$ cat config.mk
export PLATFORM = sky130hd
export DESIGN_NAME = param_commit_sched
export DESIGN_NICKNAME = d
export VERILOG_FILES = /design/src/rtl/param_commit_sched_pkg.sv /design/src/rtl/param_commit_sched_slot.sv /design/src/rtl/param_commit_sched.sv
export SDC_FILE = /design/constraint.sdc
export NUM_CORES = 1
export LEC_CHECK = 0
export CAP_MARGIN = 20
export CORE_UTILIZATION = 50
export DETAILED_ROUTE_END_ITERATION = 10
export DONT_BUFFER_PORTS = 1
export PLACE_DENSITY = 0.76
export SETUP_SLACK_MARGIN = 0.5
export SLEW_MARGIN = 25
export SYNTH_ARGS = -nofsm -noshare
export SYNTH_HDL_FRONTEND = slang
export SYNTH_HIERARCHICAL = 1
export SYNTH_SLANG_ARGS = --single-unit
$ cat constraint.sdc
create_clock -name clk -period 2.4 [get_ports clk]
set_input_delay 0.48 -clock clk [delete_from_list [all_inputs] [get_ports clk]]
set_output_delay 0.48 -clock clk [all_outputs]
set_load 0.005 [all_outputs]
$ cat src/rtl/param_commit_sched_pkg.sv
// param_commit_sched_pkg: slot indices, reset defaults and FSM encoding for the parameter commit scheduler.
package param_commit_sched_pkg;
    localparam int NSLOT_DEF = 5;
    localparam int W_DEF = 32;
    localparam int SLOT_LTP = 0;
    localparam int SLOT_LTD = 1;
    localparam int SLOT_PDELTA = 2;
    localparam int SLOT_GAIN = 3;
    localparam int SLOT_CLKDIV = 4;
    localparam logic [NSLOT_DEF*W_DEF-1:0] INIT_DEFAULT = {32'd0, 32'd1024, 32'd0, 32'd0, 32'd0};
    typedef enum logic {IDLE, COMMIT} state_t;
endpackage

$ cat src/rtl/param_commit_sched_slot.sv
// param_slot: staging register, pending bit and overwrite detect for one parameter slot.
module param_slot
    import param_commit_sched_pkg::*;
#(
    parameter int W = W_DEF,
    parameter logic [W-1:0] INIT_VAL = '0
) (
    input  logic         clk,
    input  logic         reset_n,
    input  logic         trig,
    input  logic [W-1:0] data_in,
    input  logic         commit,
    output logic [W-1:0] stage,
    output logic         pending,
    output logic         ovf_hit
);
    // A write landing on the cycle this slot commits re-arms it rather than overwriting.
    assign ovf_hit = trig && pending && !commit;
    always_ff @(posedge clk or negedge reset_n) begin
        if (!reset_n) begin
            stage <= INIT_VAL;
            pending <= 1'b0;
        end else begin
            if (trig) stage <= data_in;
            pending <= trig || (pending && !commit);
        end
    end
endmodule

$ cat src/rtl/param_commit_sched.sv
// param_commit_sched: stages host parameter writes and commits them in slot order on each sim_tick.
module param_commit_sched
    import param_commit_sched_pkg::*;
#(
    parameter int NSLOT = NSLOT_DEF,
    parameter int W = W_DEF,
    parameter logic [NSLOT*W-1:0] INIT = INIT_DEFAULT
) (
    input  logic               clk,
    input  logic               reset_n,
    input  logic [NSLOT-1:0]   trig,
    input  logic [W-1:0]       data_in,
    input  logic               sim_tick,
    input  logic               clr_ovf,
    output logic [NSLOT*W-1:0] param_out,
    output logic               cfg_we,
    output logic [2:0]         cfg_addr,
    output logic [W-1:0]       cfg_data,
    output logic [NSLOT-1:0]   pending,
    output logic               busy,
    output logic               done,
    output logic               ovf
);
    localparam logic [2:0] LAST = 3'(NSLOT - 1);
    state_t state;
    logic [2:0] ptr, ptr_nx;
    logic go, adv, hit;
    logic [W-1:0] stage [NSLOT];
    logic [W-1:0] val [NSLOT];
    logic [NSLOT-1:0] commit, ovf_hit;
    genvar i;
    generate
        for (i = 0; i < NSLOT; i++) begin : g_slot
            assign commit[i] = cfg_we && cfg_addr == 3'(i);
            assign param_out[i*W +: W] = val[i];
            param_slot #(.W(W), .INIT_VAL(INIT[i*W +: W])) u_slot (
                .clk(clk),
                .reset_n(reset_n),
                .trig(trig[i]),
                .data_in(data_in),
                .commit(commit[i]),
                .stage(stage[i]),
                .pending(pending[i]),
                .ovf_hit(ovf_hit[i])
            );
        end
    endgenerate
    // The cfg port is loaded one cycle ahead from next-state slot contents so slot k writes while ptr==k.
    always_comb begin
        go = state == IDLE && sim_tick && |(pending | trig);
        adv = go || (state == COMMIT && ptr != LAST);
        ptr_nx = (state == COMMIT && ptr != LAST) ? ptr + 3'd1 : 3'd0;
        hit = adv && (pending[ptr_nx] || trig[ptr_nx]);
    end
    always_ff @(posedge clk or negedge reset_n) begin
        if (!reset_n) begin
            state <= IDLE;
            ptr <= 3'd0;
            busy <= 1'b0;
            done <= 1'b0;
            ovf <= 1'b0;
            cfg_we <= 1'b0;
            cfg_addr <= 3'd0;
            cfg_data <= '0;
            for (int k = 0; k < NSLOT; k++) val[k] <= INIT[k*W +: W];
        end else begin
            state <= adv ? COMMIT : IDLE;
            ptr <= ptr_nx;
            busy <= adv;
            done <= adv && ptr_nx == LAST;
            cfg_we <= hit;
            if (hit) begin
                cfg_addr <= ptr_nx;
                cfg_data <= trig[ptr_nx] ? data_in : stage[ptr_nx];
            end
            if (cfg_we) val[cfg_addr] <= cfg_data;
            ovf <= |ovf_hit || (ovf && !clr_ovf);
        end
    end
endmodule
==> results of run 1 <==
[per-layer routing]
layer,vias to the layer above,share of wire
met4,0,0.033
li1,4217,-
met3,104,0.096
met5,-,0
met2,445,0.48
met1,5090,0.39
[worst paths after layout]
| check | start | endpoint | slack [ns] |
|---|---|---|---|
| worst max-delay path | ptr[0] | cfg_data[18] | 0.13 |
| worst min-delay path | reset_n | g_slot[3].u_slot/stage[5] | -0.35 |
| worst max register to register | ptr[0] | cfg_data[18] | 0.13 |
| worst min register to register | param_out[104] | param_out[104] | 0.51 |
| max in group asynchronous | reset_n | ptr[0] | 2.04 |
| min in group clk | trig[4] | g_slot[4].u_slot/pending | 0.06 |
[flip-flops by register name, indices dropped and copies added, names as in the netlist, 3 cells and up]
register               cells
cfg_addr                   3
cfg_data                  32
g_slot.u_slot/pending      5
g_slot.u_slot/stage      160
param_out                160
ptr                        3
[cell usage after synthesis]
| cell | instances |
|---|---|
| a21bo_1 | 1 |
| a21boi_2 | 1 |
| a21o_1 | 6 |
| a21oi_1 | 33 |
| a221oi_1 | 1 |
| a31oi_1 | 1 |
| a32o_1 | 32 |
| a32oi_1 | 1 |
| and3_1 | 5 |
| buf_1 | 3 |
| buf_12 | 10 |
| buf_2 | 10 |
| buf_6 | 9 |
| buf_8 | 5 |
| clkbuf_1 | 41 |
| dfrtp_1 | 365 |
| dfstp_2 | 2 |
| ha_1 | 2 |
| inv_1 | 42 |
| inv_2 | 4 |
| mux2_1 | 53 |
| mux2_2 | 97 |
| mux2_4 | 140 |
| mux2i_1 | 98 |
| nand2_1 | 37 |
| nand2b_1 | 1 |
| nand3_1 | 1 |
| nand4_1 | 1 |
| nor2_1 | 67 |
| nor2_2 | 1 |
| nor2b_1 | 2 |
| nor3_1 | 35 |
| nor3b_1 | 1 |
| nor4_1 | 3 |
| o2111a_1 | 1 |
| o21a_1 | 1 |
| o21ai_0 | 65 |
| o21ai_1 | 6 |
| o21ai_2 | 1 |
| or3_1 | 1 |
[power groups by stage]
stage / Sequential (mW) / Combinational [mW] / Clock (mW)
floorplan: 9.65 / 7.66 / 0
global placement: 10.6 / 9.33 / 0
detailed placement: 10.6 / 9.62 / 0
CTS: 10.6 / 12.1 / 5.83
global route: 10.8 / 13.7 / 6.11
finish: 10.5 / 13.0 / 5.74
[what timing repair did]
action / 4_1_cts / 5_1_grt
endpoints found under the setup margin: 61 / 62
gates cloned: 6 / 3
endpoints found under the hold margin: 367 / 367
resized for setup: 63 / 24
buffers inserted: 13 / 4
pin swaps: 6 / 8
[cell type report]
type / instances / area [sq um] / share of cell area
flip-flops and latches: 367 / 9190 / 0.492
multi-input cells: 695 / 6850 / 0.367
clock buffers: 57 / 1090 / 0.0586
repair buffers: 49 / 707 / 0.0379
well taps: 435 / 544 / 0.0292
inverters: 46 / 183 / 0.00979
clock inverters: 9 / 105 / 0.00563
[cells by family (layout without fill, tap and decap cells)]
family | after synthesis | count (layout) | share of synthesized area
multiplexers | 388 | 388 | 0.291
buffers and inverters | 124 | 161 | 0.0467
AO/OA/AOI/OAI | 150 | 150 | 0.0585
AND/OR/NAND/NOR | 155 | 155 | 0.0407
adder cells (fa/ha/maj) | 2 | 2 | 0.00153
flip-flops | 367 | 367 | 0.561
[metrics by stage]
stage / std cells / setup TNS, ns / util
2_1_floorplan: 1186 / 0 / -
3_5_place_dp: 1566 / -0.0209 / 0.522
5_1_grt: 1658 / 0 / 0.586
4_1_cts: 1651 / 0 / 0.579
6_report: 1658 / 0 / 0.586
3_3_place_gp: 1566 / 0 / 0.522
==> qor.yml, run 1 <==
run_status:
  status: "complete, but fails checks"
  violations: "negative hold slack"
grt:
  grt_start_max_net_pins: 368
  grt_pass1_wl_um: 62500
  grt_use_met3: 0.0719
  grt_use_total: 0.243
  antenna_found_initial: 0
  grt_overflow: 0
  grt_pass1_vias: 10400
  met2_usage: 0.401
  grt_use_met1: 0.305
  grt-busiest-layer: "met2"
synth:
  yosys_register_bits: 367
  ys_types: 40
  syn-cell-area_sq_um: 16400
  yosys_warnings: 6
  synth_nets: 1229
  ys_seq_area_frac: 0.561
  yosysTopAreaCellShare: 0.558
  synth_cells: 1186
  avgSynthCellArea_sq_um: 13.8
  synth_area_leader_cell: "dfrtp_1"
  synth_area_leaders: "dfrtp_1 56%, mux2_4 13%, mux2_2 6.7%, mux2i_1 6.0%, mux2_1 3.6%"
worst_setup_path:
  r2r_cells: 9
  crit_fanout: 7
  worst_setup_path_end_kind: "flop"
  start_kind: "flop"
  cp_num_cells: 9
  cp_cell_sequence: "clkinv_4 > ha_4 > a21bo_4 > nor2_4 > buf_4 > a221oi_4 > o21a_4 > clkbuf_16 > mux2i_1"
  max_stage_delay_ns: 0.43
  crit_required_ns: 2.80
  path_delay_family: "compound AO/OA/AOI/OAI gates"
  critical-path-slowest-cell: "dfrtp_2"
  critical_path.n_buffers_inverters: 3
  crit_type: "reg -> reg"
  arrival_ns: 2.67
sta:
  rsz0062_at_grt: "true"
  fin_skew_ns: 0.0193
  hold_viol_final: 366
  worst_hold_slack_ns: -0.352
  maxSlewViolCount: 0
  layout_setup_ws_ns: 0.130
  setup_violations: 0
  fin_crit_ns: 2.27
  clock.fmax_mhz: 441
  max_slew_margin: 0.474
  fin_crit_sh: 0.946
  worst_pin_slew_ns: 0.789
pwr:
  share_comb_of_total_power: 0.444
  total_power_mw: 29.3
  p_leak_nw: 8.42
  switching_share: 0.367
  p_clk_frac: 0.196
  ir_drop_uv: 998
  p_seq_frac: 0.360
  intPower_mw: 18.5
  p_per_area_nw_per_um2: 1570
  power.switching_mw: 10.7
clocking:
  cts_tree: "done"
  cts_max_path_buffers: 3
  cts_buffers: 38
  clock_sinks: 367
  h-tree-depth: 2
  cts_root_buf: "clkbuf_16"
  clkSlewWorstSetupHoldPaths_ns: 0.06
  clk_latency_ns: 0.53
floorplanning:
  io_pins: 245
  dieWidth_um: 183
  initial_utilization: 0.514
  die_area_sq_um: 33500
  rows: 65
  coreArea_sq_um: 31900
  die_h_um: 183
routing:
  vias: 9856
  avgRoutedWirePerCell_um: 24.8
  drt_iter0_markers: 750
  ant_nets: 0
  drcViolationCount: 0
  wl_um: 41100
  routed_via_density: 5.94
  first_pass_iters: 5
place:
  gp_congestion: 0.769
  io_buffers: 0
  pre_cts_ws_ns: -0.0182
  placed_area_sq_um: 16600
  place.detailed.hpwl_um: 24000
layout:
  diodes: 0
  fill_cells: 2419
  layout-drive-gt1-share: 0.321
  fin_nets: 1240
  layout_commonest_cell: "dfrtp_1"
  synthToLayoutAreaGrowth_pct: 14.0
  finalInstanceArea_sq_um: 18700
  mostFrequentLayoutCells: "363 x dfrtp_1, 142 x mux2_4, 97 x mux2_2, 77 x mux2i_1, 66 x nor2_1"
job:
  cap_violations: 0
min_path:
  hold_class: "in -> async"
(Power assumes the default switching activity.)
==> inputs of run 2 (changes only) <==
--- a/config.mk
+++ b/config.mk
@@ -6,10 +6,10 @@
 export NUM_CORES = 1
 export LEC_CHECK = 0
 export CAP_MARGIN = 20
-export CORE_UTILIZATION = 50
+export CORE_UTILIZATION = 57
 export DETAILED_ROUTE_END_ITERATION = 10
 export DONT_BUFFER_PORTS = 1
-export PLACE_DENSITY = 0.76
+export PLACE_DENSITY = 0.83
 export SETUP_SLACK_MARGIN = 0.5
 export SLEW_MARGIN = 25
 export SYNTH_ARGS = -nofsm -noshare
==> qor.yml, run 2 (synthesis gave the netlist of run 1 again) <==
run_status:
  status: "complete, but fails checks"
  violations: "negative hold slack"
place:
  gp_congestion: 0.840  # +9.3%
  io_buffers: 0  # unchanged
  place.detailed.hpwl_um: 24600  # +2.3%
  dpl.cell_count: 1517  # -3.1%
clocking:
  cts_max_path_buffers: 3  # unchanged
  cts_buffers: 38  # unchanged
  clkSlewWorstSetupHoldPaths_ns: 0.06  # about the same
  clock_sinks: 367  # unchanged
  h-tree-depth: 2  # unchanged
  cts_tree: "done"
  clk_latency_ns: 0.53  # about the same
  cts_root_buf: "clkbuf_16"
worst_setup_path:
  max_stage_delay_ns: 0.46  # +0.03 ns
  crit_fanout: 9  # +2
  path_delay_family: "compound AO/OA/AOI/OAI gates"
  crit_required_ns: 2.80  # about the same
  cp_cell_sequence: "clkinv_4 > ha_4 > a21bo_4 > buf_4 > buf_6 > nor3_1 > o21ai_1 > a32o_2 > mux2i_1 > buf_4 > mux2i_1"
  critical_path.n_buffers_inverters: 4  # +1
  arrival_ns: 2.71  # +0.04 ns
  critical-path-slowest-cell: "dfrtp_2"
  start_kind: "flop"
  timing.rr.start: "ptr[0]"
  timing.critical_path.from: "ptr[0]"
  crit_type: "reg -> reg"
  worst_setup_path_end_kind: "flop"
grt:
  grt_overflow: 0  # unchanged
  grt_start_max_net_pins: 368  # unchanged
  antenna_found_initial: 0  # unchanged
  grt_pass1_wl_um: 61200  # -2.1%
  grt_pass1_vias: 10500  # +0.80%
  grt_use_total: 0.272  # +0.0289
routing:
  first_pass_iters: 5  # unchanged
  drcViolationCount: 0  # unchanged
  avgRoutedWirePerCell_um: 25.0  # +0.79%
  ant_nets: 0  # unchanged
  routed_via_density: 6.16  # +3.6%
  vias: 9858  # +0.020%
  drt_iter0_markers: 886  # +18%
  wl_um: 40000  # -2.7%
floorplanning:
  dieWidth_um: 171  # -6.3%
  initial_utilization: 0.584  # +0.0710
  die_h_um: 171  # -6.3%
  rows: 61  # -6.2%
  io_pins: 245  # unchanged
  coreArea_sq_um: 28000  # -12%
  die_area_sq_um: 29400  # -12%
layout:
  layout_commonest_cell: "dfrtp_1"
  diodes: 0  # unchanged
  layout-drive-gt1-share: 0.330  # +0.00845
  mostFrequentLayoutCells: "363 x dfrtp_1, 141 x mux2_4, 97 x mux2i_1, 97 x mux2_2, 66 x nor2_1"
  synthToLayoutAreaGrowth_pct: 11.4
  fin_nets: 1237  # -0.24%
  final_cells: 1600  # -3.5%
pwr:
  share_comb_of_total_power: 0.404  # -0.040
  p_leak_nw: 8.43  # about the same
  p_seq_frac: 0.386  # +0.026
  p_per_area_nw_per_um2: 1500  # -4.5%
  power.switching_mw: 10.0  # -6.5%
  intPower_mw: 17.3  # -6.8%
  total_power_mw: 27.3  # -6.7%
  ir_drop_uv: 922  # -7.6%
  p_clk_frac: 0.210  # +0.014
  switching_share: 0.368  # +0.000683
sta:
  clock.fmax_mhz: 433  # -1.7%
  fin_skew_ns: 0.0205  # +0.00125 ns
  fin_crit_sh: 0.962  # +0.0163
  max_slew_margin: 0.602  # +0.129
  fin_setup_tns_ns: 0  # unchanged
  hold_viol_final: 366  # unchanged
  rsz0062_at_grt: "true"
  worst_pin_slew_ns: 0.596  # -0.193 ns
  fin_crit_ns: 2.31  # +0.0392 ns
  worst_hold_slack_ns: -0.351  # +0.00119 ns
  maxSlewViolCount: 0  # unchanged
  setup_violations: 0  # unchanged
min_path:
  hold_class: "in -> async"
job:
  cap_violations: 0  # unchanged
-- run 2: cell types whose count changed in the layout (fill, tap and decap cells not counted), sizes merged --
| cell | previous run | this run |
|---|---|---|
| bufbuf | 2 | 0 |
| bufinv | 2 | 1 |
| clkinvlp | 1 | 0 |
| clkbuf | 59 | 56 |
| buf | 45 | 44 |
| clkinv | 6 | 11 |
| inv | 46 | 48 |
-- run 2: power groups by stage --
| stage | Combinational (mW) | Clock, mW | Sequential [mW] |
|---|---|---|---|
| 2_1_floorplan | 7.66 | 0 | 9.65 |
| 3_3_place_gp | 9.37 | 0 | 10.5 |
| 3_5_place_dp | 9.72 | 0 | 10.6 |
| 4_1_cts | 10.5 | 5.81 | 10.5 |
| 5_1_grt | 11.7 | 6.05 | 10.8 |
| 6_report | 11.0 | 5.75 | 10.5 |
-- run 2: worst register-to-register path, cell delays in order (launching register included) --
cell and delay [ns]:
dfrtp_2 0.46, clkinv_4 0.08, ha_4 0.18, a21bo_4 0.24, buf_4 0.16, buf_6 0.15, nor3_1 0.16, o21ai_1 0.09
a32o_2 0.31, mux2i_1 0.15, buf_4 0.13, mux2i_1 0.07
-- run 2: area by class of cell --
class / instances / area (sq um)
clock buffer: 54 / 1100
timing repair buffer: 46 / 523
inverter: 46 / 180
clock inverter: 14 / 106
multi-input combinational: 695 / 6670
sequential: 367 / 9190
tap: 378 / 473
fill: 1920 / 9770
-- run 2: metrics by stage --
| step | setup slack [ns] | instance area [sq um] | hold WS, ns | utilization |
|---|---|---|---|---|
| after floorplan | 0.0970 | 16400 | 0.184 | - |
| final | 0.0907 | 18200 | -0.351 | 0.651 |
| after global placement | 0.0626 | 16600 | 0.191 | 0.594 |
| after global routing | 0.0498 | 18200 | -0.375 | 0.651 |
| after detailed placement | 0.0188 | 16600 | 0.192 | 0.594 |
| after CTS | 0.178 | 18000 | -0.370 | 0.644 |
-- run 2: worst paths after layout --
kind | end | slack, ns | depth (start not counted)
min | g_slot[3].u_slot/stage[4] | -0.35 | 0
max in group asynchronous | g_slot[2].u_slot/stage[23] | 2.31 | 0
max | cfg_data[21] | 0.09 | 11
min in group clk | g_slot[0].u_slot/pending | 0.06 | 1
min reg2reg | g_slot[3].u_slot/stage[31] | 0.51 | 1
max reg2reg | cfg_data[21] | 0.09 | 11
-- run 2: repair_timing --
action                                  4_1_cts  5_1_grt
gates cloned                                  1        2
pin swaps                                     8       14
endpoints found under the setup margin       59       81
buffers inserted                              8        4
resized for setup                            30       39
hold endpoints to repair                    367      367
-- run 2: per-layer routing --
metal,track usage,wire (um),vias up
met5,0,0,-
met4,0.125,1770,0
met3,0.0828,3610,110
met2,0.454,19400,434
met1,0.322,15200,5109
li1,-,-,4205
==> inputs of run 3 (changes only) <==
--- a/config.mk
+++ b/config.mk
@@ -5,7 +5,6 @@
 export SDC_FILE = /design/constraint.sdc
 export NUM_CORES = 1
 export LEC_CHECK = 0
-export CAP_MARGIN = 20
 export CORE_UTILIZATION = 57
 export DETAILED_ROUTE_END_ITERATION = 10
 export DONT_BUFFER_PORTS = 1
==> constraint.sdc (replaced) <==
create_clock -name clk -period 2.4 [get_ports clk]
set_input_delay 0.24 -clock clk [delete_from_list [all_inputs] [get_ports clk]]
set_output_delay 0.24 -clock clk [all_outputs]
set_load 0.005 [all_outputs]
==> qor.yml, run 3 (synthesis gave the netlist of run 1 again) <==
place:
  place.detailed.hpwl_um: 24600  # unchanged
  gp_congestion: 0.840  # unchanged
  placed_area_sq_um: 16600  # unchanged
  dpl.cell_count: 1517  # unchanged
  pre_cts_ws_ns: 0.0188  # unchanged
  io_buffers: 0  # unchanged
sta:
  layout_setup_ws_ns: 0.121  # +0.0308 ns
  maxSlewViolCount: 0  # unchanged
  clock.fmax_mhz: 439  # +1.4%
  fin_skew_ns: 0.0208  # +0.000305 ns
  fin_crit_ns: 2.28  # -0.0308 ns
  worst_pin_slew_ns: 0.930  # +0.333 ns
  hold_viol_final: 366  # unchanged
  fin_setup_tns_ns: 0  # unchanged
  rsz0062_at_grt: "true"
  worst_hold_slack_ns: -0.600  # -0.249 ns
  fin_crit_sh: 0.949  # -0.0128
  max_slew_margin: 0.380  # -0.222
  setup_violations: 0  # unchanged
worst_setup_path:
  crit_type: "reg -> reg"
  start_kind: "flop"
  worst_setup_path_end_kind: "flop"
  crit_fanout: 7  # -2
  cp_cell_sequence: "clkinv_4 > ha_4 > nor3b_2 > buf_4 > o21ai_4 > o21ai_2 > a221oi_2 > o21a_4 > buf_12 > clkbuf_16 > mux2i_1"
  crit_required_ns: 2.85  # +0.05 ns
  critical-path-slowest-cell: "dfrtp_2"
  max_stage_delay_ns: 0.47  # about the same
  arrival_ns: 2.73  # +0.02 ns
layout:
  fill_cells: 1848  # -3.8%
  layout-drive-gt1-share: 0.326  # -0.00332
  seq_area_sq_um: 9190  # unchanged
  final_cells: 1643  # +2.7%
  synthToLayoutAreaGrowth_pct: 14.7
  finalInstanceArea_sq_um: 18800  # +2.9%
  multi_input_area_sq_um: 6690  # +0.43%
  layout_commonest_cell: "dfrtp_1"
  mostFrequentLayoutCells: "363 x dfrtp_1, 141 x mux2_4, 97 x mux2i_1, 97 x mux2_2, 66 x nor2_1"
  fin_nets: 1277  # +3.2%
routing:
  first_pass_iters: 6  # +1
  drcViolationCount: 0  # unchanged
  routed_via_density: 6.20  # +0.55%
  wl_um: 41200  # +3.2%
  ant_nets: 0  # unchanged
  drt_iter0_markers: 881  # -0.56%
  avgRoutedWirePerCell_um: 25.1  # +0.48%
  vias: 10200  # +3.3%
clocking:
  clk_latency_ns: 0.53  # about the same
  cts_max_path_buffers: 3  # unchanged
  clkSlewWorstSetupHoldPaths_ns: 0.06  # about the same
  clock_sinks: 367  # unchanged
  cts_hold_buf: 40
  h-tree-depth: 2  # unchanged
  cts_tree: "done"
  cts_buffers: 38  # unchanged
  cts_root_buf: "clkbuf_16"
floorplanning:
  dieWidth_um: 171  # unchanged
  rows: 61  # unchanged
  coreArea_sq_um: 28000  # unchanged
  die_area_sq_um: 29400  # unchanged
  die_h_um: 171  # unchanged
  io_pins: 245  # unchanged
  initial_utilization: 0.584  # unchanged
pwr:
  p_leak_nw: 8.66  # +2.7%
  p_per_area_nw_per_um2: 1480  # -1.4%
  ir_drop_uv: 1010  # +9.8%
grt:
  grt_overflow: 0  # unchanged
  grt_pass1_vias: 10800  # +2.7%
  antenna_found_initial: 2  # +2
  grt_use_total: 0.282  # +0.00955
  grt_pass1_wl_um: 63300  # +3.4%
  grt_start_max_net_pins: 368  # unchanged
run_status:
  violations: "negative hold slack"
  status: "complete, but fails checks"
job:
  cap_violations: 0  # unchanged
min_path:
  hold_class: "in -> async"
==> run 3: final cells by class <==
| cell class | count | area share |
|---|---|---|
| diodes | 3 | 0.000400 |
| clock buffers | 54 | 0.0587 |
| clock inverters | 14 | 0.00566 |
| inverters | 46 | 0.00960 |
| multi-input cells | 695 | 0.357 |
| flip-flops and latches | 367 | 0.489 |
| well taps | 378 | 0.0252 |
| repair buffers | 86 | 0.0545 |
==> run 3: routing by layer <==
metal,up-vias,track usage,wire length (um)
met4,0,0.125,1580
met2,504,0.474,20500
met5,-,0,0
met1,5284,0.337,15600
met3,106,0.0785,3590
li1,4285,-,-
==> run 3: per-stage QoR <==
stage	utilization	total power, mW
final	0.670	27.7
after global routing	0.670	28.9
after CTS	0.662	27.1
after detailed placement	0.594	20.3
after global placement	0.594	19.9
after floorplan	-	17.3
==> run 3: critical path: cells and delay by family, from the launching register on <==
family | cells | cell delay [ns]
muxes | 1 | 0.18
DFF | 1 | 0.47
buffers and inverters | 4 | 0.48
adders and majority gates | 1 | 0.16
and+or+nand+nor | 1 | 0.06
AOI/OAI and AO/OA | 4 | 0.85
==> run 3: where the power goes <==
| group | switching [mW] | internal [mW] |
|---|---|---|
| registers | 2.25 | 8.30 |
| clock network | 2.43 | 3.32 |
| logic | 5.66 | 5.76 |
| total | 10.3 | 17.4 |
==> run 3: path summary, 6_finish.rpt <==
kind | start | end | slack (ns) | cells past startpoint
max | ptr[0] | cfg_data[4] | 0.12 | 11
min in group clk | trig[3] | busy | 0.04 | 4
max in group asynchronous | reset_n | cfg_addr[1] | 2.19 | 0
min | reset_n | param_out[98] | -0.60 | 0
min reg2reg | g_slot[3].u_slot/stage[31] | g_slot[3].u_slot/stage[31] | 0.51 | 1
max reg2reg | ptr[0] | cfg_data[4] | 0.12 | 11
==> run 3: repair_timing <==
item / in CTS / in global routing
endpoints found under the setup margin: 59 / 79
buffers inserted: 8 / 4
pin swaps: 8 / 20
gates resized for setup: 30 / 54
hold endpoints to repair: 564 / 367
gates cloned: 1 / 2
